`src/rtl/img_ram_arbiter.sv`:
```
// img_ram_arbiter: frame-phase sequencer and round-robin arbiter for the
// single-port image RAM shared by the host loader (A) and the convolution
// engine (B).
//
// Ports
//   clk, initial_reset_n          clock, async active-low reset
//   load_start, conv_done         frame control pulses
//   a_req/a_we/a_addr/a_wdata     port A request (a_last marks final load word)
//   a_gnt/a_rvalid/a_rdata        port A grant and read return
//   b_*                           port B, same as A without b_last
//   ram_w_en/ram_r_en/ram_address/ram_data_in/ram_done   registered RAM controls
//   ram_data_out                  RAM read data (registered inside the RAM)
//   phase                         IDLE=0 LOAD=1 PROCESS=2 FLUSH=3 DONE=4
//   grant_cnt_a/grant_cnt_b/wait_cnt   statistics
//
// Build option: define ARB_STATS_EN to build the saturating statistics
// counters; otherwise the statistics ports are tied to zero.

module img_ram_arbiter #(
    parameter int unsigned DATA_WIDTH = 8,
    parameter int unsigned ADDR_WIDTH = 18
) (
    input  logic                  clk,
    input  logic                  initial_reset_n,
    input  logic                  load_start,
    input  logic                  conv_done,
    input  logic                  a_req,
    input  logic                  a_we,
    input  logic [ADDR_WIDTH-1:0] a_addr,
    input  logic [DATA_WIDTH-1:0] a_wdata,
    input  logic                  a_last,
    output logic                  a_gnt,
    output logic                  a_rvalid,
    output logic [DATA_WIDTH-1:0] a_rdata,
    input  logic                  b_req,
    input  logic                  b_we,
    input  logic [ADDR_WIDTH-1:0] b_addr,
    input  logic [DATA_WIDTH-1:0] b_wdata,
    output logic                  b_gnt,
    output logic                  b_rvalid,
    output logic [DATA_WIDTH-1:0] b_rdata,
    output logic                  ram_w_en,
    output logic                  ram_r_en,
    output logic                  ram_done,
    output logic [ADDR_WIDTH-1:0] ram_address,
    output logic [DATA_WIDTH-1:0] ram_data_in,
    input  logic [DATA_WIDTH-1:0] ram_data_out,
    output logic [2:0]            phase,
    output logic [15:0]           grant_cnt_a,
    output logic [15:0]           grant_cnt_b,
    output logic [15:0]           wait_cnt
);

    localparam int unsigned CNT_W = 16;

    typedef enum logic [2:0] {
        PH_IDLE    = 3'd0,
        PH_LOAD    = 3'd1,
        PH_PROCESS = 3'd2,
        PH_FLUSH   = 3'd3,
        PH_DONE    = 3'd4
    } phase_t;

    typedef enum logic {
        PORT_A = 1'b0,
        PORT_B = 1'b1
    } port_t;

    phase_t phase_q;
    phase_t phase_d;
    port_t  last_q;
    logic   a_elig_c;
    logic   b_elig_c;
    logic   rd_port_b_q;   // owner of the read currently in the RAM pipeline

    // Phase-dependent eligibility and round-robin grant
    always_comb begin
        a_elig_c = 1'b0;
        b_elig_c = 1'b0;
        a_gnt    = 1'b0;
        b_gnt    = 1'b0;
        unique case (phase_q)
            PH_LOAD:    a_elig_c = a_req & a_we;
            PH_PROCESS: begin
                a_elig_c = a_req & ~a_we;
                b_elig_c = b_req;
            end
            PH_DONE:    a_elig_c = a_req & ~a_we;
            default:    ;
        endcase
        a_gnt = a_elig_c & (~b_elig_c | (last_q == PORT_B));
        b_gnt = b_elig_c & (~a_elig_c | (last_q == PORT_A));
    end

    // Phase register
    always_ff @(posedge clk or negedge initial_reset_n) begin
        if (!initial_reset_n) begin
            phase_q <= PH_IDLE;
        end else begin
            phase_q <= phase_d;
        end
    end

    // Phase next-state; FLUSH waits until the access pipeline has emptied
    always_comb begin
        phase_d = phase_q;
        unique case (phase_q)
            PH_IDLE, PH_DONE: if (load_start) phase_d = PH_LOAD;
            PH_LOAD:          if (a_gnt && a_last) phase_d = PH_PROCESS;
            PH_PROCESS:       if (conv_done) phase_d = PH_FLUSH;
            PH_FLUSH:         if (!ram_w_en && !ram_r_en) phase_d = PH_DONE;
            default:          phase_d = PH_IDLE;
        endcase
    end

    assign phase = 3'(phase_q);

    // RAM command stage and read-return stage
    always_ff @(posedge clk or negedge initial_reset_n) begin
        if (!initial_reset_n) begin
            ram_w_en    <= 1'b0;
            ram_r_en    <= 1'b0;
            ram_done    <= 1'b0;
            ram_address <= '0;
            ram_data_in <= '0;
            last_q      <= PORT_B;
            rd_port_b_q <= 1'b0;
            a_rvalid    <= 1'b0;
            b_rvalid    <= 1'b0;
        end else begin
            ram_w_en    <= (a_gnt & a_we) | (b_gnt & b_we);
            ram_r_en    <= (a_gnt & ~a_we) | (b_gnt & ~b_we);
            ram_done    <= (phase_d == PH_DONE);
            rd_port_b_q <= b_gnt;
            a_rvalid    <= ram_r_en & ~rd_port_b_q;
            b_rvalid    <= ram_r_en & rd_port_b_q;
            if (a_gnt) begin
                ram_address <= a_addr;
                ram_data_in <= a_wdata;
                last_q      <= PORT_A;
            end else if (b_gnt) begin
                ram_address <= b_addr;
                ram_data_in <= b_wdata;
                last_q      <= PORT_B;
            end
        end
    end

    // RAM output is already registered; gate it so idle ports read zero
    assign a_rdata = a_rvalid ? ram_data_out : '0;
    assign b_rdata = b_rvalid ? ram_data_out : '0;

`ifdef ARB_STATS_EN
    logic [CNT_W-1:0] cnt_ga_q;
    logic [CNT_W-1:0] cnt_gb_q;
    logic [CNT_W-1:0] cnt_wait_q;
    logic             wait_c;
    logic             clr_c;

    function automatic logic [CNT_W-1:0] sat_inc(input logic [CNT_W-1:0] v);
        return (v == {CNT_W{1'b1}}) ? v : v + CNT_W'(1);
    endfunction

    // A waits in any phase it can be served in; B only in PROCESS
    always_comb begin
        wait_c = 1'b0;
        clr_c  = load_start & ((phase_q == PH_IDLE) | (phase_q == PH_DONE));
        if ((phase_q == PH_LOAD) || (phase_q == PH_PROCESS) || (phase_q == PH_DONE)) begin
            wait_c = a_req & ~a_gnt;
        end
        if (phase_q == PH_PROCESS) begin
            wait_c = wait_c | (b_req & ~b_gnt);
        end
    end

    // Saturating statistics, cleared when a new frame load is accepted
    always_ff @(posedge clk or negedge initial_reset_n) begin
        if (!initial_reset_n) begin
            cnt_ga_q   <= '0;
            cnt_gb_q   <= '0;
            cnt_wait_q <= '0;
        end else if (clr_c) begin
            cnt_ga_q   <= '0;
            cnt_gb_q   <= '0;
            cnt_wait_q <= '0;
        end else begin
            if (a_gnt)  cnt_ga_q   <= sat_inc(cnt_ga_q);
            if (b_gnt)  cnt_gb_q   <= sat_inc(cnt_gb_q);
            if (wait_c) cnt_wait_q <= sat_inc(cnt_wait_q);
        end
    end

    assign grant_cnt_a = cnt_ga_q;
    assign grant_cnt_b = cnt_gb_q;
    assign wait_cnt    = cnt_wait_q;
`else
    assign grant_cnt_a = '0;
    assign grant_cnt_b = '0;
    assign wait_cnt    = '0;
`endif

endmodule

```
`config.mk`:
```
export PLATFORM = sky130hd
export DESIGN_NAME = img_ram_arbiter
export DESIGN_NICKNAME = d
export VERILOG_FILES = /design/src/rtl/img_ram_arbiter.sv
export SDC_FILE = /design/constraint.sdc
export NUM_CORES = 1
export LEC_CHECK = 0
export ABC_AREA = 1
export BUFFER_PORTS_ARGS = -buffer_cell sky130_fd_sc_hd__buf_2
export CORE_ASPECT_RATIO = 1.5
export CORE_MARGIN = 2
export CORE_UTILIZATION = 44
export DETAILED_ROUTE_END_ITERATION = 8
export PLACE_DENSITY = 0.88
export SLEW_MARGIN = 10
export SYNTH_ARGS = -nofsm -noshare
export SYNTH_HDL_FRONTEND = slang
export SYNTH_SLANG_ARGS = --single-unit
```
`constraint.sdc`:
```
create_clock -name clk -period 1.7 [get_ports clk]
set_clock_uncertainty 0.15 [all_clocks]
set_input_delay 0.34 -clock clk [delete_from_list [all_inputs] [get_ports clk]]
set_output_delay 0.34 -clock clk [all_outputs]
set_load 0.01 [all_outputs]
```
* After elaboration in Yosys (flattened, before gate mapping) *
Index checks and enable logic that the tools add are counted.

word-level totals
  flip-flop bits (word level) = 36
  input bits = 69
  output and inout port bits = 100
  word-level logic and storage cells = 58

cells by class
  equality and inequality tests = 5
  muxes and demuxes = 15
  bitwise gates (word level) = 20
  reductions and logical operators = 8

operator list
  cell                                                             count
  18-bit two-way mux                                               2
  8-bit two-way mux                                                4
  3-bit two-way mux                                                4
  3-bit one-hot mux with 4 select lines                            1
  1-bit bitwise AND                                                10
  3-bit by 2-bit == test with 1-bit output, second input constant  2
  3-bit == test, second input constant                             2
  1-bit NOT                                                        6
  1-bit OR                                                         4
  2-bit OR reduction                                               2
  3-bit by 1-bit == test with 1-bit output, second input constant  1
  3-bit logical NOT                                                1
  1-bit two-way mux                                                3
  1-bit logical AND                                                2
  1-bit logical NOT                                                2
  1-bit one-hot mux with 2 select lines                            1
  2-bit nonzero test                                               1

* Longest topological paths before layout *
Gate-level depths: netlist (run 1).

  depth after elaboration = 9
  depth in mapped cells = 9
  gate-level depth less buffers = 8

* Worst setup path before layout (run 1) *
Ideal clock, no wire load.

  path kind = register to output
  from = register phase_q[1] (netlist: phase[1])
  to = output port b_gnt
  data arrival time = 1.224 ns
  required time = 1.210 ns
  setup slack = -0.014 ns
  cell stages (with the launch flop) = 8
  path buffers = 1
  cells stage by stage = dfrtp_1 -> inv_2 -> nand3_2 -> a21oi_4 -> buf_8 -> nand3_1 -> nand2_1 -> inv_1

on the way
  longest elaborated chain between the ends = 6
  elaborated cells between the ends (all ways) = 9
  classes of those cells = eq/ne: 3; mux: 2; bitwise: 3; reduce/logical: 1

ends and longest elaborated chain
  item                                                                              line  RTL
  from (decl)                                                                       69    phase_t phase_q;
  from (signal assigned)                                                            100   phase_q <= phase_d;
  3-bit by 2-bit == test with 1-bit output / 3-bit == test (equally long branches)  82    unique case (phase_q)
  2-bit OR reduction (no source line)                                               --
  1-bit one-hot mux with 2 select lines                                             82
  1-bit NOT                                                                         92    b_gnt = b_elig_c & (~a_elig_c | (last_q == PORT_A));
  1-bit OR                                                                          92
  1-bit bitwise AND *                                                               92
  to (decl)                                                                         39    output logic b_gnt,

Every way passes the cells marked *; elsewhere a longest branch is shown, timed or not.

* Final worst setup path (run 1) *
  from = register phase_q[2] (netlist: phase[2])
  to = output port b_gnt

Same word-level chain as after synthesis.

==> results of run 1 <==
-- stage by stage --
stage	instance area [um2]	TNS [ps]
after floorplan	2990	0
after global placement	3320	-84.3
after detailed placement	3320	-1720
after CTS	3610	-4450
after global routing	3650	-4910
final	3650	-2750
-- path summary, 6_finish.rpt --
| path | startpoint | slack, ps | cells past startpoint | end |
|---|---|---|---|---|
| min in group asynchronous | initial_reset_n | 330 | 2 | ram_data_in[4]$_DFFE_PN0P_ |
| worst max-delay path | phase[2]$_DFF_PN0_ | -230 | 7 | b_gnt |
| worst min-delay path | b_we | 90 | 2 | ram_r_en$_DFF_PN0_ |
| max in group asynchronous | initial_reset_n | 620 | 3 | a_rvalid$_DFF_PN0_ |
| worst min register to register | rd_port_b_q$_DFF_PN0_ | 290 | 1 | a_rvalid$_DFF_PN0_ |
| worst max register to register | phase[2]$_DFF_PN0_ | -120 | 9 | ram_address[10]$_DFFE_PN0P_ |
-- cell type report --
class | count | area [um2]
fill | 527 | 2520
multi-input combinational | 230 | 1300
timing repair buffer | 149 | 937
sequential | 36 | 906
inverter | 81 | 309
tap | 74 | 92.6
clock buffer | 6 | 72.6
clock inverter | 2 | 35.0
-- synth_stat cells --
| cell | number |
|---|---|
| a32o_1 | 2 |
| clkbuf_1 | 3 |
| nor2_8 | 1 |
| inv_2 | 5 |
| nand2_8 | 2 |
| dfstp_2 | 1 |
| o2bb2ai_1 | 1 |
| buf_12 | 2 |
| nand4_4 | 1 |
| buf_4 | 48 |
| nor2_2 | 1 |
| buf_2 | 3 |
| a21oi_4 | 1 |
| a31oi_1 | 1 |
| clkinv_1 | 1 |
| nand4_1 | 26 |
| nand3_1 | 34 |
| clkbuf_8 | 2 |
| clkbuf_4 | 5 |
| dfrtp_1 | 35 |
| o31ai_1 | 1 |
| buf_8 | 2 |
| buf_6 | 2 |
| nand2_1 | 77 |
| inv_1 | 75 |
| conb_1 | 1 |
| o21ai_1 | 3 |
| nor2_1 | 3 |
| nand3_2 | 26 |
-- state kept, by name, indices dropped and copies added (netlist names) --
register,cells
ram_address,18
ram_data_in,8
phase,3
a_rvalid,1
b_rvalid,1
last_q,1
ram_done,1
ram_r_en,1
ram_w_en,1
rd_port_b_q,1
-- layer usage --
metal | up-vias | GRT usage
li1 | 1319 | -
met1 | 1254 | 0.212
met2 | 155 | 0.398
met3 | 17 | 0.0306
met4 | 0 | 0.0950
met5 | - | 0
-- what timing repair did --
item / 4_1_cts / 5_1_grt
hold endpoints to repair: 9 / 0
setup buffers: 10 / 4
endpoints found under the setup margin: 28 / 28
pin swaps: 5 / 4
gates resized for setup: 11 / 7
gates cloned: 2 / 1
hold buffers: 1 / 0
-- kinds of logic (layout without fill, tap and decap cells) --
group / Yosys count / after routing / synth area share
simple gates: 171 / 173 / 0.349
buf+inv: 148 / 238 / 0.302
flops: 36 / 36 / 0.321
compound gates: 9 / 9 / 0.0263
other cells: 1 / 48 / 0.00134
-- power by group through the flow --
| stage | logic (mW) | clock network (mW) | registers [mW] |
|---|---|---|---|
| global route | 2.70 | 0.787 | 1.55 |
| detailed placement | 2.18 | 0 | 1.50 |
| finish | 2.46 | 0.745 | 1.50 |
| floorplan | 1.33 | 0 | 1.63 |
| global placement | 2.10 | 0 | 1.50 |
| CTS | 2.41 | 0.752 | 1.50 |
==> reports/metrics.json, run 1 <==
{
  "cts-root-buf": {"value": "clkbuf_8"},
  "number_of_clock_buffers_inserted_by_tritoncts": {"value": 5},
  "viasPerCell": {"value": 4.75},
  "drt.antenna.violating_nets": {"value": 0},
  "top_layer": {"value": "met4"},
  "postSynthAreaPerCell": {"value": 7.70, "unit": "um2"},
  "firstDrtPassIters": {"value": 5},
  "crit_chain": {"value": "inv_4, nand3_4, a21oi_4, nand3_2, nand2_2, inv_2, buf_6"},
  "met2WireLength": {"value": 4.00, "unit": "mm"},
  "layout-drive-gt1-share": {"value": 0.401},
  "insertion_delay": {"value": 290, "unit": "ps"},
  "critical_path_class": {"value": "register to primary output"},
  "synth-warning-count": {"value": 0},
  "coreArea": {"value": 6170, "unit": "um2"},
  "number_of_port_buffers": {"value": 120},
  "maxSlewViolCount": {"value": 0},
  "design.die.area": {"value": 7050, "unit": "um2"},
  "io_pins": {"value": 169},
  "crit_path_max_fanout": {"value": 4},
  "initial_utilization": {"value": 0.455},
  "clock_power_share": {"value": 0.158},
  "final_util": {"value": 0.591},
  "min-delay-path-class": {"value": "input port to register"},
  "antenna_cells_inserted": {"value": 0},
  "route.detailed.drc": {"value": 0},
  "grt_setup_unrepaired": {"value": "true"},
  "synth.ff_latch_count": {"value": 36},
  "dp_hpwl": {"value": 5.42, "unit": "mm"},
  "final_setup_margin": {"value": -226, "unit": "ps"},
  "drt-wirelength-per-cell": {"value": 12.6, "unit": "um"},
  "crit_buf_inv": {"value": 3},
  "area_overhead_of_the_layout_relative_to_synthesis": {"value": 30.0, "unit": "%"},
  "hold_violations": {"value": 0},
  "post-route-period-util": {"value": 1.13},
  "drt_iter0_markers": {"value": 62},
  "violations": {"value": "setup timing"},
  "vdd_drop_max": {"value": 0.000695, "unit": "V"},
  "status": {"value": "complete, but fails checks"},
  "power_report.internal_total": {"value": 2.74, "unit": "mW"},
  "endpoint_kind": {"value": "primary output"},
  "detail_route.wirelength.met1": {"value": 2.61, "unit": "mm"},
  "layout.cells.most_common_list": {"value": "buf_2, nand2_1, inv_1, conb_1, nand3_1"},
  "global_route_wire_length_before_repair": {"value": 11.5, "unit": "mm"},
  "via_count": {"value": 2745},
  "finalWeightedCongestion": {"value": 0.841},
  "chipWidth": {"value": 69.2, "unit": "um"},
  "htree_num_levels": {"value": 2},
  "post-layout-total-power": {"value": 4.71, "unit": "mW"},
  "p_sw_frac": {"value": 0.417},
  "synth.distinct_cells": {"value": 29},
  "die_h": {"value": 102, "unit": "um"},
  "clock_transition_at_the_registers_of_the_reported_paths": {"value": 70, "unit": "ps"},
  "biggest_area_consumer_among_synthesized_cells": {"value": "dfrtp_1"},
  "cp_top_family": {"value": "flip-flops"},
  "place_ws": {"value": -98.9, "unit": "ps"},
  "cp.arrival": {"value": 1440, "unit": "ps"},
  "cp_slowest_stage_delay": {"value": 440, "unit": "ps"},
  "antenna_violations_before_repair": {"value": 0},
  "biggest_area_contributors_in_the_synthesized_netlist": {"value": "dfrtp_1, buf_4, nand2_1"},
  "placedCellCount": {"value": 554},
  "power.leakage": {"value": 2.33, "unit": "nW"},
  "final_common_cell": {"value": "buf_2"},
  "post_layout_nets": {"value": 572},
  "wl": {"value": 7.31, "unit": "mm"},
  "fin_worst_hold_slack": {"value": 86.1, "unit": "ps"},
  "pin_count_of_the_biggest_net_entering_global_routing": {"value": 29},
  "tritoncts": {"value": "built"},
  "comb_power_share": {"value": 0.523},
  "met3_length": {"value": 493, "unit": "um"},
  "grt_use_total": {"value": 0.203},
  "rows": {"value": 35},
  "cp.required": {"value": 1210, "unit": "ps"},
  "grt_overflow_total": {"value": 0},
  "cts-root-to-sink-buffers": {"value": 2},
  "cap_viol_max_count": {"value": 0},
  "first_global_vias": {"value": 2598},
  "synth.yosys.seq_area_share": {"value": 0.321},
  "layout_min_cycle_time": {"value": 1930, "unit": "ps"},
  "clock_sinks": {"value": 36},
  "post-synth-top-area-fraction": {"value": 0.312},
  "critical_path.slowest_cell": {"value": "dfrtp_2"},
  "synthesis.instances": {"value": 365},
  "number_of_non_filler_instances_in_the_completed_layout": {"value": 578},
  "synth.cell_area": {"value": 2810, "unit": "um2"},
  "power.net_switching": {"value": 1.96, "unit": "mW"},
  "power-per-cell-area": {"value": 1290, "unit": "nW/um2"},
  "p_seq_frac": {"value": 0.318},
  "achievable-frequency": {"value": 0.519, "unit": "GHz"},
  "worstSetupStartpointType": {"value": "register"},
  "final-setup-viol-count": {"value": 28}
}
(Power assumes the default switching activity.)
==> run 2: changes to the inputs <==
--- a/config.mk
+++ b/config.mk
@@ -12,6 +12,7 @@
 export CORE_UTILIZATION = 44
 export DETAILED_ROUTE_END_ITERATION = 8
 export PLACE_DENSITY = 0.88
+export REMOVE_ABC_BUFFERS = 1
 export SLEW_MARGIN = 10
 export SYNTH_ARGS = -nofsm -noshare
 export SYNTH_HDL_FRONTEND = slang
==> reports/metrics.json, run 2 (synthesized netlist as in run 1, its figures left out) <==
{
  "status": {"value": "complete, but fails checks"},
  "violations": {"value": "setup timing"},
  "rows": {"value": 35},
  "tritoncts": {"value": "built"},
  "global_route_wire_length_before_repair": {"value": 12.1, "unit": "mm"},
  "cts-root-buf": {"value": "clkbuf_8"},
  "design.die.area": {"value": 7050, "unit": "um2"},
  "post-layout-total-power": {"value": 5.14, "unit": "mW"},
  "die_h": {"value": 102, "unit": "um"},
  "rr_endpoint": {"value": "ram_data_in[7]$_DFFE_PN0P_"},
  "post_layout_nets": {"value": 585},
  "critical_path_class": {"value": "register to primary output"},
  "grt_overflow_total": {"value": 0},
  "dp_hpwl": {"value": 5.21, "unit": "mm"},
  "capturing_instance_or_port_of_the_critical_path": {"value": "a_gnt"},
  "cap_viol_max_count": {"value": 0},
  "largest_register_ffs": {"value": 18},
  "io_pins": {"value": 169},
  "grt_setup_unrepaired": {"value": "true"},
  "grt_use_total": {"value": 0.215},
  "pin_count_of_the_biggest_net_entering_global_routing": {"value": 37},
  "drt_iter0_markers": {"value": 112},
  "antenna_cells_inserted": {"value": 0},
  "achievable-frequency": {"value": 0.513, "unit": "GHz"},
  "reg2reg_setup_slack": {"value": -180, "unit": "ps"},
  "power-per-cell-area": {"value": 1330, "unit": "nW/um2"},
  "finalWeightedCongestion": {"value": 0.837},
  "met3_length": {"value": 680, "unit": "um"},
  "route.detailed.drc": {"value": 0},
  "final_setup_margin": {"value": -248, "unit": "ps"},
  "drt-wirelength-per-cell": {"value": 13.8, "unit": "um"},
  "final-setup-viol-count": {"value": 29},
  "viasPerCell": {"value": 4.80},
  "coreArea": {"value": 6170, "unit": "um2"},
  "number_of_port_buffers": {"value": 120},
  "min-delay-path-class": {"value": "input port to register"},
  "via_count": {"value": 2836},
  "initial_utilization": {"value": 0.455},
  "chipWidth": {"value": 69.2, "unit": "um"},
  "htree_num_levels": {"value": 2},
  "max_flop_register": {"value": "ram_address"},
  "cp.arrival": {"value": 1460, "unit": "ps"},
  "worstSetupStartpointType": {"value": "register"},
  "layout_min_cycle_time": {"value": 1950, "unit": "ps"},
  "source_of_the_critical_timing_path": {"value": "phase[1]$_DFF_PN0_"},
  "maxSlewViolCount": {"value": 0},
  "endpoint_kind": {"value": "primary output"},
  "cts-root-to-sink-buffers": {"value": 2},
  "number_of_clock_buffers_inserted_by_tritoncts": {"value": 5},
  "clock_sinks": {"value": 36},
  "clock_transition_at_the_registers_of_the_reported_paths": {"value": 70, "unit": "ps"},
  "firstDrtPassIters": {"value": 4},
  "hold_violations": {"value": 0},
  "rr_startpoint": {"value": "phase[1]$_DFF_PN0_"},
  "fin_worst_hold_slack": {"value": 123, "unit": "ps"},
  "layout.cells.most_common_list": {"value": "buf_2, nand2_1, inv_1, conb_1, nand3_1"},
  "drt.antenna.violating_nets": {"value": 0},
  "vdd_drop_max": {"value": 0.000634, "unit": "V"},
  "wl": {"value": 8.16, "unit": "mm"},
  "top_layer": {"value": "met4"},
  "antenna_violations_before_repair": {"value": 0},
  "detail_route.wirelength.met1": {"value": 2.82, "unit": "mm"},
  "met2WireLength": {"value": 4.59, "unit": "mm"},
  "final_common_cell": {"value": "buf_2"},
  "insertion_delay": {"value": 280, "unit": "ps"},
  "post-route-period-util": {"value": 1.15},
  "cp.required": {"value": 1210, "unit": "ps"},
  "power.leakage": {"value": 2.44, "unit": "nW"},
  "layout-drive-gt1-share": {"value": 0.420},
  "first_global_vias": {"value": 2551},
  "worst_r2r_path_depth": {"value": 9},
  "area_overhead_of_the_layout_relative_to_synthesis": {"value": 37.8, "unit": "%"},
  "fillerInstances": {"value": 533},
  "crit_path_max_fanout": {"value": 4}
}
## run 2: critical path: stages (launching register included)
cell and delay [ps]:
dfrtp_2 450, inv_2 100, nand3_4 80, a21oi_4 170, buf_6 130, nand3_4 80
inv_2 70, buf_6 90
## run 2: worst min path at each step
stage	start	endpoint	slack, ps	depth (start not counted)
after floorplan	initial_reset_n	a_rvalid$_DFF_PN0_	-110	0
after detailed placement	initial_reset_n	b_rvalid$_DFF_PN0_	170	2
after global routing	b_we	ram_r_en$_DFF_PN0_	120	2
final	b_we	ram_r_en$_DFF_PN0_	120	2
after CTS	b_we	ram_r_en$_DFF_PN0_	110	2
after global placement	initial_reset_n	rd_port_b_q$_DFF_PN0_	170	2
## run 2: layout make-up
type                            count  area [um2]  share of cell area
Inverter                           81         309              0.0799
Clock inverter                      1        30.0             0.00776
Tap cell                           74        92.6              0.0239
Multi-Input combinational cell    231        1320               0.342
Timing Repair Buffer              161        1110               0.288
Sequential cell                    36         906               0.234
Clock buffer                        7        96.3              0.0249
## run 2: stage by stage
stage | std cells | setup slack, ps | util | setup TNS (ps) | instance area (um2)
2_1_floorplan | 345 | -693 | - | -16580 | 2440
3_3_place_gp | 552 | -4.92 | 0.532 | -5.29 | 3280
3_5_place_dp | 552 | -51.0 | 0.532 | -873 | 3280
4_1_cts | 574 | -262 | 0.591 | -2800 | 3650
5_1_grt | 591 | -294 | 0.627 | -5690 | 3870
6_report | 591 | -248 | 0.627 | -3880 | 3870
## run 2: routing by layer
layer  track usage  vias up
li1              -     1340
met1         0.222     1325
met2         0.435      163
met3        0.0483        8
met4        0.0528        0
met5             0        -
## run 2: power breakdown
group / leakage, nW / total, mW / switching [mW] / internal (mW)
Sequential: 0.447 / 1.51 / 0.279 / 1.23
Combinational: 1.93 / 2.80 / 1.51 / 1.29
Clock: 0.0645 / 0.830 / 0.312 / 0.518
Total: 2.44 / 5.14 / 2.10 / 3.04
## run 2: what timing repair did
action,CTS,global route
cloned,3,4
endpoints found under the hold margin,35,0
resized for setup,18,10
hold buffers,1,0
endpoints found under the setup margin,28,28
pin swaps,6,7
buffers inserted,12,13
